[src/rtl/bp_counter_dump_pkg.sv]
// Shared types and constants for the counter-bank dump reader.
package bp_counter_dump_pkg;

    typedef enum logic [1:0] {
        e_idle,
        e_header,
        e_stream,
        e_done
    } state_e;

    localparam logic [7:0] header_magic_gp = 8'hBC;

    typedef struct packed {
        logic [7:0]  magic;
        logic [7:0]  hartid;
        logic [15:0] count;
    } header_s;

    function automatic header_s make_header(input logic [7:0] hartid, input logic [15:0] count);
        header_s h;
        h.magic  = header_magic_gp;
        h.hartid = hartid;
        h.count  = count;
        return h;
    endfunction

endpackage

[src/rtl/bp_counter_dump_cnt.sv]
// Up counter with synchronous clear; clear takes priority but still adds up_i.
module bsg_counter_clear_up #(
    parameter int unsigned max_val_p = 1
) (
    input  logic clk_i,
    input  logic reset_i,
    input  logic clear_i,
    input  logic up_i,
    output logic [((max_val_p > 0) ? $clog2(max_val_p + 1) : 1)-1:0] count_o
);

    localparam int unsigned ptr_width_lp = (max_val_p > 0) ? $clog2(max_val_p + 1) : 1;

    logic [ptr_width_lp-1:0] count_q, count_d;

    always_comb begin
        count_d = clear_i ? '0 : count_q;
        count_d = count_d + ptr_width_lp'(up_i);
    end

    always_ff @(posedge clk_i) begin
        if (reset_i) begin
            count_q <= '0;
        end else begin
            count_q <= count_d;
        end
    end

    assign count_o = count_q;

endmodule

[src/rtl/bp_counter_dump_mux.sv]
// Word-granular selector over a flat vector; out-of-range selects return zero.
module bsg_mux #(
    parameter int unsigned width_p = 32,
    parameter int unsigned els_p   = 2
) (
    input  logic [els_p*width_p-1:0]                      data_i,
    input  logic [((els_p > 1) ? $clog2(els_p) : 1)-1:0]  sel_i,
    output logic [width_p-1:0]                            data_o
);

    int unsigned base;

    always_comb begin
        base   = 32'(sel_i) * width_p;
        data_o = '0;
        if (32'(sel_i) < els_p) begin
            data_o = data_i[base +: width_p];
        end
    end

endmodule

[src/rtl/bp_counter_dump.sv]
// Snapshots the counter bank on request and streams header + counter words
// over a valid/ready-and link, optionally pulsing a clear at the end.
module bp_counter_dump
    import bp_counter_dump_pkg::*;
#(
    parameter int unsigned num_counters_p = 22,
    parameter int unsigned cnt_width_p    = 64,
    parameter int unsigned out_width_p    = 32,
    parameter int unsigned hartid_width_p = 8
) (
    input  logic                                 clk_i,
    input  logic                                 reset_i,
    input  logic [hartid_width_p-1:0]            mhartid_i,
    input  logic [num_counters_p*cnt_width_p-1:0] counters_i,
    input  logic                                 snapshot_v_i,
    input  logic                                 clear_after_i,
    output logic [out_width_p-1:0]               data_o,
    output logic                                 v_o,
    input  logic                                 ready_and_i,
    output logic                                 busy_o,
    output logic                                 done_o,
    output logic                                 clear_o
);

    localparam int unsigned words_per_cnt_lp = cnt_width_p / out_width_p;
    localparam int unsigned payload_words_lp = num_counters_p * words_per_cnt_lp;
    localparam int unsigned wid_w_lp = (words_per_cnt_lp > 1) ? $clog2(words_per_cnt_lp) : 1;
    localparam int unsigned cid_w_lp = (num_counters_p > 1) ? $clog2(num_counters_p) : 1;
    localparam int unsigned sel_w_lp = (payload_words_lp > 1) ? $clog2(payload_words_lp) : 1;

    state_e state_q, state_d;

    logic [num_counters_p*cnt_width_p-1:0] snap_q;
    logic [hartid_width_p-1:0]             hartid_q;
    logic                                  clear_q;

    logic [wid_w_lp-1:0]    widx;
    logic [cid_w_lp-1:0]    cidx;
    logic [sel_w_lp-1:0]    sel;
    logic [out_width_p-1:0] word_sel;
    header_s                header;

    logic capture, stream_xfer, word_last, cnt_last;

    assign capture     = (state_q == e_idle) & snapshot_v_i;
    assign stream_xfer = (state_q == e_stream) & ready_and_i;
    assign word_last   = (widx == wid_w_lp'(words_per_cnt_lp - 1));
    assign cnt_last    = (cidx == cid_w_lp'(num_counters_p - 1));

    always_ff @(posedge clk_i) begin
        if (reset_i) begin
            snap_q   <= '0;
            hartid_q <= '0;
            clear_q  <= 1'b0;
        end else if (capture) begin
            snap_q   <= counters_i;
            hartid_q <= mhartid_i;
            clear_q  <= clear_after_i;
        end
    end

    // Word index wraps to 0 via clear on the last word of each counter.
    bsg_counter_clear_up #(
        .max_val_p(words_per_cnt_lp - 1)
    ) word_cnt (
        .clk_i  (clk_i),
        .reset_i(reset_i),
        .clear_i(capture | (stream_xfer & word_last)),
        .up_i   (stream_xfer & ~word_last),
        .count_o(widx)
    );

    bsg_counter_clear_up #(
        .max_val_p(num_counters_p - 1)
    ) ctr_cnt (
        .clk_i  (clk_i),
        .reset_i(reset_i),
        .clear_i(capture),
        .up_i   (stream_xfer & word_last & ~cnt_last),
        .count_o(cidx)
    );

    // Linear word position; equals {cidx, widx} when words per counter is a power of two.
    assign sel = sel_w_lp'(32'(cidx) * words_per_cnt_lp + 32'(widx));

    bsg_mux #(
        .width_p(out_width_p),
        .els_p  (payload_words_lp)
    ) word_mux (
        .data_i(snap_q),
        .sel_i (sel),
        .data_o(word_sel)
    );

    assign header = make_header(8'(hartid_q), 16'(num_counters_p));

    always_ff @(posedge clk_i) begin
        if (reset_i) begin
            state_q <= e_idle;
        end else begin
            state_q <= state_d;
        end
    end

    always_comb begin
        state_d = state_q;
        case (state_q)
            e_idle:   if (snapshot_v_i) state_d = e_header;
            e_header: if (ready_and_i)  state_d = e_stream;
            e_stream: if (ready_and_i & word_last & cnt_last) state_d = e_done;
            e_done:   state_d = e_idle;
            default:  state_d = e_idle;
        endcase
    end

    always_comb begin
        v_o     = 1'b0;
        busy_o  = (state_q != e_idle);
        done_o  = 1'b0;
        clear_o = 1'b0;
        data_o  = '0;
        case (state_q)
            e_header: begin
                v_o    = 1'b1;
                data_o = out_width_p'(header);
            end
            e_stream: begin
                v_o    = 1'b1;
                data_o = word_sel;
            end
            e_done: begin
                done_o  = 1'b1;
                clear_o = clear_q;
            end
            default: ;
        endcase
    end

endmodule

[config.mk]
export PLATFORM = sky130hd
export DESIGN_NAME = bp_counter_dump
export DESIGN_NICKNAME = d
export VERILOG_FILES = /design/src/rtl/bp_counter_dump_pkg.sv /design/src/rtl/bp_counter_dump_cnt.sv /design/src/rtl/bp_counter_dump_mux.sv /design/src/rtl/bp_counter_dump.sv
export SDC_FILE = /design/constraint.sdc
export NUM_CORES = 2
export LEC_CHECK = 0
export BUFFER_PORTS_ARGS = -buffer_cell sky130_fd_sc_hd__buf_2
export CAP_MARGIN = 20
export CELL_PAD_IN_SITES_DETAIL_PLACEMENT = 1
export CELL_PAD_IN_SITES_GLOBAL_PLACEMENT = 1
export CORE_AREA = 4 4 570 572
export DETAILED_ROUTE_END_ITERATION = 16
export DIE_AREA = 0 0 574 576
export PLACE_DENSITY = 0.44
export SYNTH_ARGS = -nofsm -noshare
export SYNTH_HDL_FRONTEND = slang
export SYNTH_SLANG_ARGS = --single-unit
[constraint.sdc]
create_clock -name clk_i -period 2.27 [get_ports clk_i]
set_input_delay 0.227 -clock clk_i [delete_from_list [all_inputs] [get_ports clk_i]]
set_output_delay 0.227 -clock clk_i [all_outputs]
set_load 0.02 [all_outputs]
* After elaboration in Yosys (flattened, before gate mapping)
Index checks and enable logic that the tools add are counted.
Operators by class: equality and inequality tests 7, muxes and demuxes 11, magnitude comparators 1, shifts and indexed selects 1, reduce and logical (&&, ||, !) cells 4, $add $sub $neg 3, bitwise logic cells 10
Operators with widths (number):
- 1408-bit by 12-bit variable part select with 32-bit output | 1
- 32-bit one-hot mux with 2 select lines | 1
- 32-bit 2-to-1 mux | 1
- 2-bit one-hot mux with 4 select lines | 1
- 1-bit bitwise AND | 7
- 6-bit by 1-bit adder with 6-bit output | 1
- 6-bit less-than comparator (second input constant) | 1
- 2-bit 2-to-1 mux | 3
- 5-bit by 1-bit adder with 5-bit output | 1
- 5-bit == test (second input constant) | 1
- 5-bit 2-to-1 mux | 1
- 2-bit == test (second input constant) | 2
- 1-bit 2-to-1 mux | 4
- 2-bit inequality test (second input constant) | 2
- 3-bit AND reduction | 1
- 2-bit by 1-bit == test with 1-bit output (second input constant) | 1
- 2-bit zero test | 1
- 2-bit by 1-bit inequality test with 1-bit output (second input constant) | 1
- 1-bit NOT | 2
- 2-bit nonzero test | 1
- 2-bit OR reduction | 1
- 1-bit adder | 1
- 1-bit OR | 1
Storage, ports and cells: output and inout port bits 36, register bits 1425, word-level logic and storage cells 43, input port bits 1421

* Longest topological paths before layout
word-level depth 6, mapped depth 13, depth with buffers taken out 9

* Cells and area by module
From an unflattened synthesis, not the netlist that was laid out.
Second synthesis, totals: cell total of the unflattened synthesis 7317, area total of the unflattened synthesis 60957.2 um^2
Modules (own cells, without submodules):
- bp_counter_dump | area each 48949.4 um^2, cells an instance 6223, times used 1, seq. area each 28407.2 um^2
- bsg_mux | area each 11750.0 um^2, cells an instance 1069, times used 1, seq. area each 0.0 um^2
- bsg_counter_clear_up at ctr_cnt | area each 209.0 um^2, cells an instance 20, times used 1, seq. area each 100.1 um^2
- bsg_counter_clear_up at word_cnt | area each 48.8 um^2, cells an instance 5, times used 1, seq. area each 20.0 um^2

* Worst setup path after synthesis
Ideal clock, no wire load.
kind flip-flop to output port, start point register state_q[1], end point output port data_o[10], path buffers 3, data required time 2.043 ns, stages on the path, launching flop included 9, arrival time 2.291 ns, path slack -0.248 ns, path through dfxtp_1 -> inv_1 -> ha_1 -> nand2_1 -> or4_1 -> clkbuf_1 -> clkbuf_1 -> clkbuf_1 -> o32ai_1
Between the ends: word-level cells in the longest chain between the ends 2, elaborated cells between the ends (all ways) 3, those cells by class 2 x eq/ne; 1 x mux
Ends and longest elaborated chain:
- from (decl) | RTL line bp_counter_dump.sv:31 | state_e state_q, state_d;
- from (signal assigned) | RTL line bp_counter_dump.sv:99 | state_q <= e_idle;
- from (signal assigned) | RTL line bp_counter_dump.sv:101 | state_q <= state_d;
- 2-bit == test or 2-bit by 1-bit == test with 1-bit output (tied branches) | RTL line bp_counter_dump.sv:122 | case (state_q)
- 32-bit one-hot mux with 2 select lines (*) | RTL line bp_counter_dump.sv:122
- to (decl) | RTL line bp_counter_dump.sv:17 | output logic [out_width_p-1:0] data_o,
Every way passes the cells marked *; elsewhere a longest branch is shown, timed or not.

* Worst setup path in the final report
start point register word_cnt.count_q (netlist: word_cnt.count_o), end point output port data_o[8]
Between the ends: word-level cells in the longest chain between the ends 4, elaborated cells between the ends (all ways) 5, those cells by class 1 x add/sub; 1 x order compare; 1 x shift; 2 x mux
Ends and longest elaborated chain:
- from (decl) | RTL line bp_counter_dump_cnt.sv:14 | logic [ptr_width_lp-1:0] count_q, count_d;
- from (signal assigned) | RTL line bp_counter_dump_cnt.sv:25 | count_q <= count_d;
- 6-bit by 1-bit adder with 6-bit output (*) | RTL line bp_counter_dump.sv:84 | assign sel = sel_w_lp'(32'(cidx) * words_per_cnt_lp + 32'(widx));
- 1408-bit by 12-bit variable part select with 32-bit output or 6-bit less-than comparator (tied branches) | RTL line bp_counter_dump_mux.sv:17, bp_counter_dump_mux.sv:16
- 32-bit 2-to-1 mux (*) | RTL line bp_counter_dump_mux.sv:16 | if (32'(sel_i) < els_p) begin
- 32-bit one-hot mux with 2 select lines (*) | RTL line bp_counter_dump.sv:122
Marks and branches as above.

==> run metrics <==
status finished with violations; failing checks setup timing; dpl hpwl 320 mm; antenna violations before repair 62; r2r worst-path depth 14; Switching Share between 30% and 40%; IO Count 1457; hold depth 4; WL/cell 27.8 um; WHS Endpoint snap_q[1127]; Post-Syn Instances 7205; CTS tree yes; Worst R2R Start word_cnt.count_o; syn_area_per_cell 8.31 sq um; Syn-to-layout area delta 67.4%; FF-to-FF End ctr_cnt.count_o[4]; vias in the first global route 71100; worst skew pair latency 840 ps; post-synthesis sequential area ratio 47.7%; Final Hold Viols 0; Flop pwr share about a third; GRT overflow 0; RePlAce Congestion between 0.8 and 0.9; Detail Route Antenna Nets 0; Initial DRT Pass Iterations 5; max-slew violations 0; total core area 0.320 sq mm; CTS buffer count 181; RSZ-0062 raised after global routing yes; r2r setup slk -150 ps; Remaining DRCs 0; die area 0.331 sq mm; flops & latches, synth 1425; worst vdd ir 525 uV; Post-Syn Area 0.0598 sq mm; FILL cells 37300; Clock Sinks 1425; H-tree levels 4; Hold Slack 160 ps; largest net degree at the start of global routing 115; Worst Path Class, Setup reg2out; vias 66500; Final #Nets 11700; total track usage 23.6%; clk buf depth 4; vias per inst roughly 4.5; MaxCap Viol Count 0; Comb pwr share 33.9%; detailed-route wire length 408 mm; port bufs about 1500; final setup fails 34; footprint of the multi-input gates 0.0308 sq mm; initial core utilization about a fifth; pwr/cell area 952 mW/mm^2; Startpoint Class flop; FP Rows 208; crit share post-route 169%; Synth Warn # 0; CP max FO 8; Clk pwr share a little under a third; Post-synth EDFFs 0; Switch Pwr 34.9 mW; Setup crit end kind primary output; clk_skew about 40 ps; Worst-path clk slew approximately 60 ps; clock period minus worst slack 3830 ps; Vert. Die Dim around 580 um; Worst slew margin between 50 and 60%; starting DRC count in detailed routing 4055; Mapped Nets 8632; hold path start counters_i[1127]; worst hold path type in2reg; share of post-route cells with drive strength above 1 roughly 28%; die width 574 um; Unique masters post-synth 52; asr flop ratio synth 0%; Int Pwr 60.4 mW; Worst Path Required 2040 ps; Leak Pwr 38.7 nW; worst-margin pin slew 744 ps; clock root buffer clkbuf_16; arrival time at the worst endpoint 3610 ps; pre-CTS setup slack -2190 ps; Reg area 0.0285 sq mm; first-pass GRT wire length about 560 mm; Max Fclk between 200 and 300 MHz; Setup WS post-layout -1560 ps; dominant synthesized flop cell dfxtp_1
[state kept, by name (all words and copies together), names as in the netlist]
| signal | count |
|---|---|
| snap_q | 1408 |
| hartid_q | 8 |
| ctr_cnt.count_o | 5 |
| state_q | 2 |
| clear_q | 1 |
| word_cnt.count_o | 1 |
[Yosys cell counts, drive strengths merged, types with 10 or more instances]
cell type / count / share of area (%)
a2111oi: 11 / 0.16
a211oi: 37 / 0.46
a21oi: 1488 / 12
a22oi: 20 / 0.25
buf: 152 / 1.6
clkbuf: 465 / 2.9
dfxtp: 1425 / 48
mux2i: 163 / 2.7
mux4: 283 / 11
nand2: 2915 / 18
nor2: 40 / 0.25
nor2b: 10 / 0.10
o21ai: 11 / 0.092
o221ai: 36 / 0.53
o22ai: 35 / 0.37
o32ai: 13 / 0.19
[layout by cell type, fill, tap and decap left out, types with 24 or more instances in the layout]
| cell type | count |
|---|---|
| nand2_1 | 2884 |
| a21oi_1 | 1440 |
| dlygate4sd3_1 | 1422 |
| buf_2 | 1422 |
| dfxtp_1 | 1420 |
| buf_4 | 400 |
| mux4_2 | 283 |
| clkbuf_16 | 187 |
| buf_12 | 154 |
| mux2i_1 | 135 |
| buf_6 | 100 |
| clkbuf_1 | 38 |
| clkbuf_8 | 38 |
| diode_2 | 35 |
| nor2_1 | 30 |
| a21oi_4 | 25 |
| o22ai_1 | 24 |
[how the worst max path moves through the flow]
stage / from / slack (ps) / end
2_1_floorplan: state_q[1] / -3 / data_o[27]
3_3_place_gp: word_cnt.count_o / -2160 / data_o[23]
3_5_place_dp: word_cnt.count_o / -2190 / data_o[23]
4_1_cts: word_cnt.count_o / -1760 / data_o[18]
5_1_grt: word_cnt.count_o / -1690 / data_o[1]
6_report: word_cnt.count_o / -1560 / data_o[8]
[per-stage QoR]
stage               utilization, %  instances  area [sq um]  setup TNS (ps)  total power [mW]
finish                        31.3      14700        100000          -46990              95.3
detailed placement            23.8      12800         76300          -37350              62.1
CTS                           31.1      14600         99400          -52070              95.9
global placement              23.8      12800         76300          -38960              61.6
global route                  31.3      14700        100000          -51660               100
floorplan                        -       7205         60100           -3.10              46.9
[routing by layer]
layer | vias up | track usage (%) | wire, um
li1 | 30600 | - | -
met1 | 33200 | 30.8 | 181000
met2 | 2049 | 39.4 | 191000
met3 | 660 | 2.90 | 16300
met4 | 8 | 9.81 | 20100
met5 | - | 0 | 55
[kinds of logic (layout without fill, tap and decap cells)]
| group | after synthesis | after routing | share of synthesized area, % |
|---|---|---|---|
| compound gates | 1699 | 1699 | 15.2 |
| xor+xnor | 3 | 3 | 0.0439 |
| fa+ha+maj | 6 | 6 | 0.125 |
| buf+inv | 623 | 3856 | 4.52 |
| flops | 1425 | 1425 | 47.7 |
| mux | 453 | 453 | 13.5 |
| other cells | 0 | 35 | 0 |
| simple gates | 2996 | 2996 | 19.0 |
[power by group through the flow]
stage | Sequential [mW] | Clock, mW | Combinational [mW]
finish | 33.0 | 30.0 | 32.3
global route | 33.4 | 31.8 | 34.8
CTS | 33.0 | 30.8 | 32.2
detailed placement | 33.5 | 0 | 28.6
global placement | 33.4 | 0 | 28.2
floorplan | 31.9 | 0 | 15.1
[layout make-up]
| class | count | share of cell area, % |
|---|---|---|
| antenna | 35 | 0.0874 |
| clock buffer | 261 | 5.29 |
| clock inverter | 53 | 0.757 |
| inverter | 6 | 0.0225 |
| multi-input combinational | 5157 | 30.8 |
| sequential | 1425 | 28.5 |
| tap | 4200 | 5.25 |
| timing repair buffer | 3536 | 29.3 |
[what timing repair did]
| action | CTS | global route |
|---|---|---|
| gates resized for setup | 449 | 103 |
| pin swaps | 86 | 73 |
| hold buffers | 1422 | 0 |
| setup buffers | 74 | 66 |
| endpoints found under the setup margin | 37 | 43 |
| hold endpoints to repair | 1420 | 0 |
| gates cloned | 6 | 2 |
[critical path: stages, from the launching register on]
cell	delay, ps
dfxtp_4	380
buf_12	130
buf_16	160
buf_12	130
buf_16	170
buf_16	150
mux4_2	650
a21oi_2	310
buf_12	170
o32ai_4	130
buf_12	180
buf_12	120
Note: power is estimated with default switching activity, not from simulation.
